`config.mk`:
```
export PLATFORM = sky130hd
export DESIGN_NAME = ncc_peak_finder
export DESIGN_NICKNAME = d
export VERILOG_FILES = /design/src/rtl/ncc_pkg.sv /design/src/rtl/ncc_pos_counter.sv /design/src/rtl/ncc_peak_finder.sv
export SDC_FILE = /design/constraint.sdc
export NUM_CORES = 1
export LEC_CHECK = 0
export CAP_MARGIN = 30
export CORE_MARGIN = 1
export CORE_UTILIZATION = 25
export DETAILED_ROUTE_END_ITERATION = 8
export PLACE_DENSITY_LB_ADDON = 0.05
export SETUP_SLACK_MARGIN = 0.5
export SLEW_MARGIN = 20
export SYNTH_ARGS = -nofsm -noshare
export SYNTH_HDL_FRONTEND = slang
export SYNTH_HIERARCHICAL = 1
export SYNTH_SLANG_ARGS = --single-unit
```
`constraint.sdc`:
```
create_clock -name clk -period 5.7 [get_ports clk]
set_clock_uncertainty 0.15 [all_clocks]
set_input_delay 1.14 -clock clk [delete_from_list [all_inputs] [get_ports clk]]
set_output_delay 1.14 -clock clk [all_outputs]
set_load 0.02 [all_outputs]
```
`src/rtl/ncc_pkg.sv`:
```
// Shared NCC types: score type and width, used by the ncc stage and the peak finder.
package ncc_pkg;

    localparam int NCC_SCORE_W = 32;

    typedef logic signed [NCC_SCORE_W-1:0] score_t;

    // Strict signed compare, so a tie keeps the earlier (current) peak.
    function automatic logic score_gt(input score_t a, input score_t b);
        return (a > b);
    endfunction

endpackage

```
`src/rtl/ncc_pos_counter.sv`:
```
// Raster x/y position counter: x wraps at numCols-1 into y; tc flags the last position of the window.
module ncc_pos_counter #(
    parameter int numCols = 65,
    parameter int numRows = 65,
    parameter int XW      = 7,
    parameter int YW      = 7
) (
    input  logic          clk,
    input  logic          rst,
    input  logic          clr,
    input  logic          inc,
    output logic [XW-1:0] x,
    output logic [YW-1:0] y,
    output logic          tc
);

    logic [XW-1:0] x_r;
    logic [YW-1:0] y_r;
    logic          x_last_s;
    logic          y_last_s;

    assign x_last_s = (x_r == XW'(numCols - 1));
    assign y_last_s = (y_r == YW'(numRows - 1));
    assign x        = x_r;
    assign y        = y_r;
    assign tc       = x_last_s && y_last_s;

    // Position register; clear has priority over increment.
    always_ff @(posedge clk or posedge rst) begin
        if (rst) begin
            x_r <= '0;
            y_r <= '0;
        end else if (clr) begin
            x_r <= '0;
            y_r <= '0;
        end else if (inc) begin
            if (x_last_s) begin
                x_r <= '0;
                y_r <= y_last_s ? '0 : (y_r + YW'(1));
            end else begin
                x_r <= x_r + XW'(1);
            end
        end
    end

endmodule

```
`src/rtl/ncc_peak_finder.sv`:
```
// Streams one window of NCC scores in raster order and reports the strict-max peak and its position.
// Optional NCC_PEAK_THRESH_EN adds minScore and qualifies found against it.
module ncc_peak_finder
    import ncc_pkg::*;
#(
    parameter int numCols = 65,
    parameter int numRows = 65
) (
    input  logic                       clk,
    input  logic                       rst,
    input  logic                       scoreValid,
    input  score_t                     scoreIn,
    input  logic                       scoreLast,
    output logic                       scoreReady,
    output logic                       resultValid,
    input  logic                       resultReady,
`ifdef NCC_PEAK_THRESH_EN
    input  score_t                     minScore,
`endif
    output score_t                     peakScore,
    output logic [$clog2(numCols)-1:0] peakX,
    output logic [$clog2(numRows)-1:0] peakY,
    output logic                       errLen,
    output logic                       found
);

    localparam int XW = $clog2(numCols);
    localparam int YW = $clog2(numRows);

    typedef enum logic [1:0] {IDLE = 2'd0, SCAN = 2'd1, DONE = 2'd2} state_t;

    state_t        state_r, state_s;
    logic          ready_r, valid_r, err_r, found_r;
    score_t        run_peak_r, peak_r;
    logic [XW-1:0] run_x_r, peak_x_r, x_s, bx_s;
    logic [YW-1:0] run_y_r, peak_y_r, y_s, by_s;
    logic          tc_s, accept_s, take_s, end_s, release_s, clr_s;
    score_t        best_s;

    assign accept_s  = scoreValid && ready_r;
    // First score of a window is taken unconditionally; the counter is at (0,0) then.
    assign take_s    = (state_r == IDLE) || score_gt(scoreIn, run_peak_r);
    assign best_s    = take_s ? scoreIn : run_peak_r;
    assign bx_s      = take_s ? x_s : run_x_r;
    assign by_s      = take_s ? y_s : run_y_r;
    assign end_s     = accept_s && (scoreLast || tc_s);
    assign release_s = (state_r == DONE) && resultReady;
    assign clr_s     = end_s || release_s;

    ncc_pos_counter #(
        .numCols(numCols),
        .numRows(numRows),
        .XW     (XW),
        .YW     (YW)
    ) u_pos (
        .clk(clk),
        .rst(rst),
        .clr(clr_s),
        .inc(accept_s),
        .x  (x_s),
        .y  (y_s),
        .tc (tc_s)
    );

    // State register and registered ready.
    always_ff @(posedge clk or posedge rst) begin
        if (rst) begin
            state_r <= IDLE;
            ready_r <= 1'b0;
        end else begin
            state_r <= state_s;
            ready_r <= (state_s != DONE);
        end
    end

    // Next-state logic.
    always_comb begin
        state_s = state_r;
        case (state_r)
            IDLE: begin
                if (accept_s) state_s = end_s ? DONE : SCAN;
                else          state_s = IDLE;
            end
            SCAN: begin
                if (end_s) state_s = DONE;
                else       state_s = SCAN;
            end
            DONE: begin
                if (resultReady) state_s = IDLE;
                else             state_s = DONE;
            end
            default: state_s = IDLE;
        endcase
    end

    // Running peak and the result registers captured at window end.
    always_ff @(posedge clk or posedge rst) begin
        if (rst) begin
            run_peak_r <= '0;
            run_x_r    <= '0;
            run_y_r    <= '0;
            peak_r     <= '0;
            peak_x_r   <= '0;
            peak_y_r   <= '0;
            err_r      <= 1'b0;
            found_r    <= 1'b0;
            valid_r    <= 1'b0;
        end else begin
            if (accept_s && take_s) begin
                run_peak_r <= scoreIn;
                run_x_r    <= x_s;
                run_y_r    <= y_s;
            end
            if (end_s) begin
                peak_r   <= best_s;
                peak_x_r <= bx_s;
                peak_y_r <= by_s;
                err_r    <= scoreLast ^ tc_s;
                valid_r  <= 1'b1;
`ifdef NCC_PEAK_THRESH_EN
                found_r  <= (best_s >= minScore);
`else
                found_r  <= 1'b1;
`endif
            end else if (release_s) begin
                valid_r <= 1'b0;
                found_r <= 1'b0;
            end
        end
    end

    assign scoreReady  = ready_r;
    assign resultValid = valid_r;
    assign peakScore   = peak_r;
    assign peakX       = peak_x_r;
    assign peakY       = peak_y_r;
    assign errLen      = err_r;
    assign found       = found_r;

endmodule

```
==> impl_metrics.ini <==
[status]
status = complete, no violations

[drt]
drcViolationCount = 0
wl_per_cell_um = 15.5
via_count = 3987
totalWireLength_mm = 13.8
ant_nets = 0
drtIter0Drc = 169
drtPass1Iterations = 4
vias_per_cell = 4.46

[die]
rows = 54
die_h_um = 153
dieArea_um2 = 23500
die_w_um = 153
start_util_pct = 25.9
pin_count = 87
core_um2 = 22100

[worst_setup_path]
slowest_delay_ns = 0.61
reg2reg_to = peakX[2]
critPathBufInv = 2
slowest_stage = nor4_1
required_ns = 5.76
r2r_start = run_peak_r[31]
cp_cell_sequence = clkdlybuf4s50_1, ha_1, nand4_1, nor4_1, nand3_1, and3_4, a211oi_4, buf_12, mux2i_1, a21oi_1
path_class = primary input to flop
startpoint_type = primary input
path_delay_family = simple AND/OR/NAND/NOR gates
worst_setup_path_end_kind = flop
cp.arrival_ns = 4.25
ff2ff_setup_slack_ns = 2.41
cp.depth = 10
worstPathMaxFanout = 46
reg2reg_depth = 10

[clock_network]
hold_buffers = 0
cts_tree = done
clock_latency_ns = 0.35
cts_buffers = 9
root_buffer = clkbuf_16
cts-htree-levels = 3
cts.clk_slew.worst_paths_ns = 0.07
clk_path_buf_depth = 2
postCtsSetupBuffers = 0
clkSinkCount = 111
post_cts_resized = 0

[placed_design]
place.gp.congestion = 0.733
pre_cts_ws_ns = 1.12
hpwlAfterDp_mm = 9.46
port_buffers = 86
placed_cell_area_um2 = 6880

[synthesis]
ys.warnings.count = 6
yosys-top-cells-area = dfrtp_1 49%, mux2i_1 8.2%, ha_1 8.1%, mux2_2 7.7%, a21oi_1 5.9%
ys_seq_area_share_pct = 48.6
syn_avg_cell_area_um2 = 10.8
synth_cells = 528
synth-edff-count = 0
syn-num-nets = 602
netlist_area_um2 = 5720
ys.flop_type = dfrtp_1
ys_seq_elements = 111
synth_top_area_share_pct = 48.6
ys_types = 51
async_flop_share_pct = 100
synth_top_area_cell = dfrtp_1

[timing]
fin_crit_ns = 4.19
max_slew_margin_pct = 51.1
final_max_slew_viol_count = 0
hold_viol = 0
setup_slack_ns = 1.51
rsz0062_at_grt = no
setup_viol = 0
fin_crit_sh_pct = 73.4
fin_tns_setup_ns = 0
fmax_mhz = 239
worst_pin_slew_ns = 0.733

[hold_path]
min-delay-start = run_y_r[0]
min_path_type = flop to flop
hold_path_depth = 1
holdPathEnd = run_y_r[0]

[global_routing]
grt_max_degree = 53
antenna_found_initial = 0
grt_pass1_vias = 4123
grt_pass1_wl_mm = 22.6
overflow = 0
grt_use_total_pct = 12.4

[layout]
fin_nets = 683
final_util_pct = 32.6
final_area_um2 = 7210
num_antenna_cells = 0
drive_gt1_share_pct = 11.6
nFillCells = 2269
area_delta_synth_final_pct = 26.1

[job]
cap_viol_max_count = 0

[power_and_ir_drop]
total_power_mw = 3.37
ir_drop_mv = 0.192
p_leak_nw = 3.15
power_density_nw_per_um2 = 467
-- Yosys cell counts (2+ instances only) --
cell type / count
mux2_2: 39
mux2i_1: 47
buf_4: 2
clkbuf_1: 12
o21ai_0: 5
buf_8: 4
dfrtp_1: 111
nand3b_1: 3
nor2_1: 59
xor2_1: 5
nand4_1: 13
a21oi_1: 67
nand2_1: 25
nand2b_1: 2
ha_1: 37
inv_1: 44
mux2_1: 7
nand3_1: 6
a21boi_0: 2
o21a_1: 3
buf_2: 4
nor4_1: 2
-- cells by family (layout without fill, tap and decap cells) --
| family | Yosys count | count (layout) | share of synthesized area, % |
|---|---|---|---|
| XOR/XNOR | 5 | 5 | 0.766 |
| AND/OR/NAND/NOR | 127 | 127 | 11.0 |
| multiplexers | 93 | 93 | 17.3 |
| AO/OA/AOI/OAI | 88 | 88 | 8.73 |
| flip-flops | 111 | 111 | 48.6 |
| adder cells (fa/ha/maj) | 37 | 37 | 8.10 |
| buffers and inverters | 67 | 153 | 5.54 |
-- per-layer routing --
layer  track usage [%]  vias to the layer above  part of all wire, %
li1                  -                     1995                    -
met1              16.4                     1923                   48
met2              20.4                       56                   47
met3              1.96                       13                  2.6
met4              4.62                        0                  1.5
met5                 0                        -                    0
-- placed cells by master (no fill, tap or decap), drive strengths merged, types with 2 or more instances in the layout --
cell / n
a21boi: 2
nor2: 60
a21oi: 67
buf: 7
bufinv: 2
nand4: 13
mux2: 46
ha: 37
o21a: 3
inv: 44
clkbuf: 13
xor2: 5
nand2b: 2
and3: 3
o21ai: 6
nor4b: 2
nand3b: 3
mux2i: 47
nand3: 6
nor4: 2
nand2: 26
clkdlybuf4s50: 86
dfrtp: 111
-- registers in the layout, summed over array words and instances (netlist names), 2 cells and up --
signal and flops:
peakScore 32, peakX 7, peakY 7, run_peak_r 32
run_x_r 7, run_y_r 7, state_r 2, u_pos/x 7
u_pos/y 7
-- where the power goes --
| group | internal [mW] | total [mW] | switching (mW) |
|---|---|---|---|
| Sequential | 1.05 | 1.22 | 0.173 |
| Clock | 0.410 | 0.706 | 0.296 |
| Combinational | 0.704 | 1.44 | 0.737 |
| Total | 2.16 | 3.37 | 1.21 |
-- stage by stage --
stage | hold WS [ns] | cells
after floorplan | 0.311 | 528
after global placement | 0.334 | 877
after detailed placement | 0.342 | 878
after CTS | 0.355 | 894
after global routing | 0.372 | 894
final | 0.359 | 894
-- cell type report --
| cell class | instances | area, µm² | share of cell area [%] |
|---|---|---|---|
| Clock inverter | 3 | 65.1 | 0.902 |
| Tap cell | 280 | 350 | 4.86 |
| Clock buffer | 13 | 260 | 3.61 |
| Inverter | 44 | 168 | 2.33 |
| Sequential cell | 111 | 2780 | 38.5 |
| Multi-Input combinational cell | 350 | 2630 | 36.5 |
| Timing Repair Buffer | 93 | 958 | 13.3 |
-- worst max path at each step --
stage | from | to
floorplan | rst | errLen
global placement | scoreIn[30] | peakX[0]
CTS | scoreIn[30] | peakY[1]
detailed placement | scoreIn[30] | peakX[0]
finish | scoreIn[30] | peakX[2]
global route | scoreIn[29] | peakX[2]
Note: power is estimated with default switching activity, not from simulation.
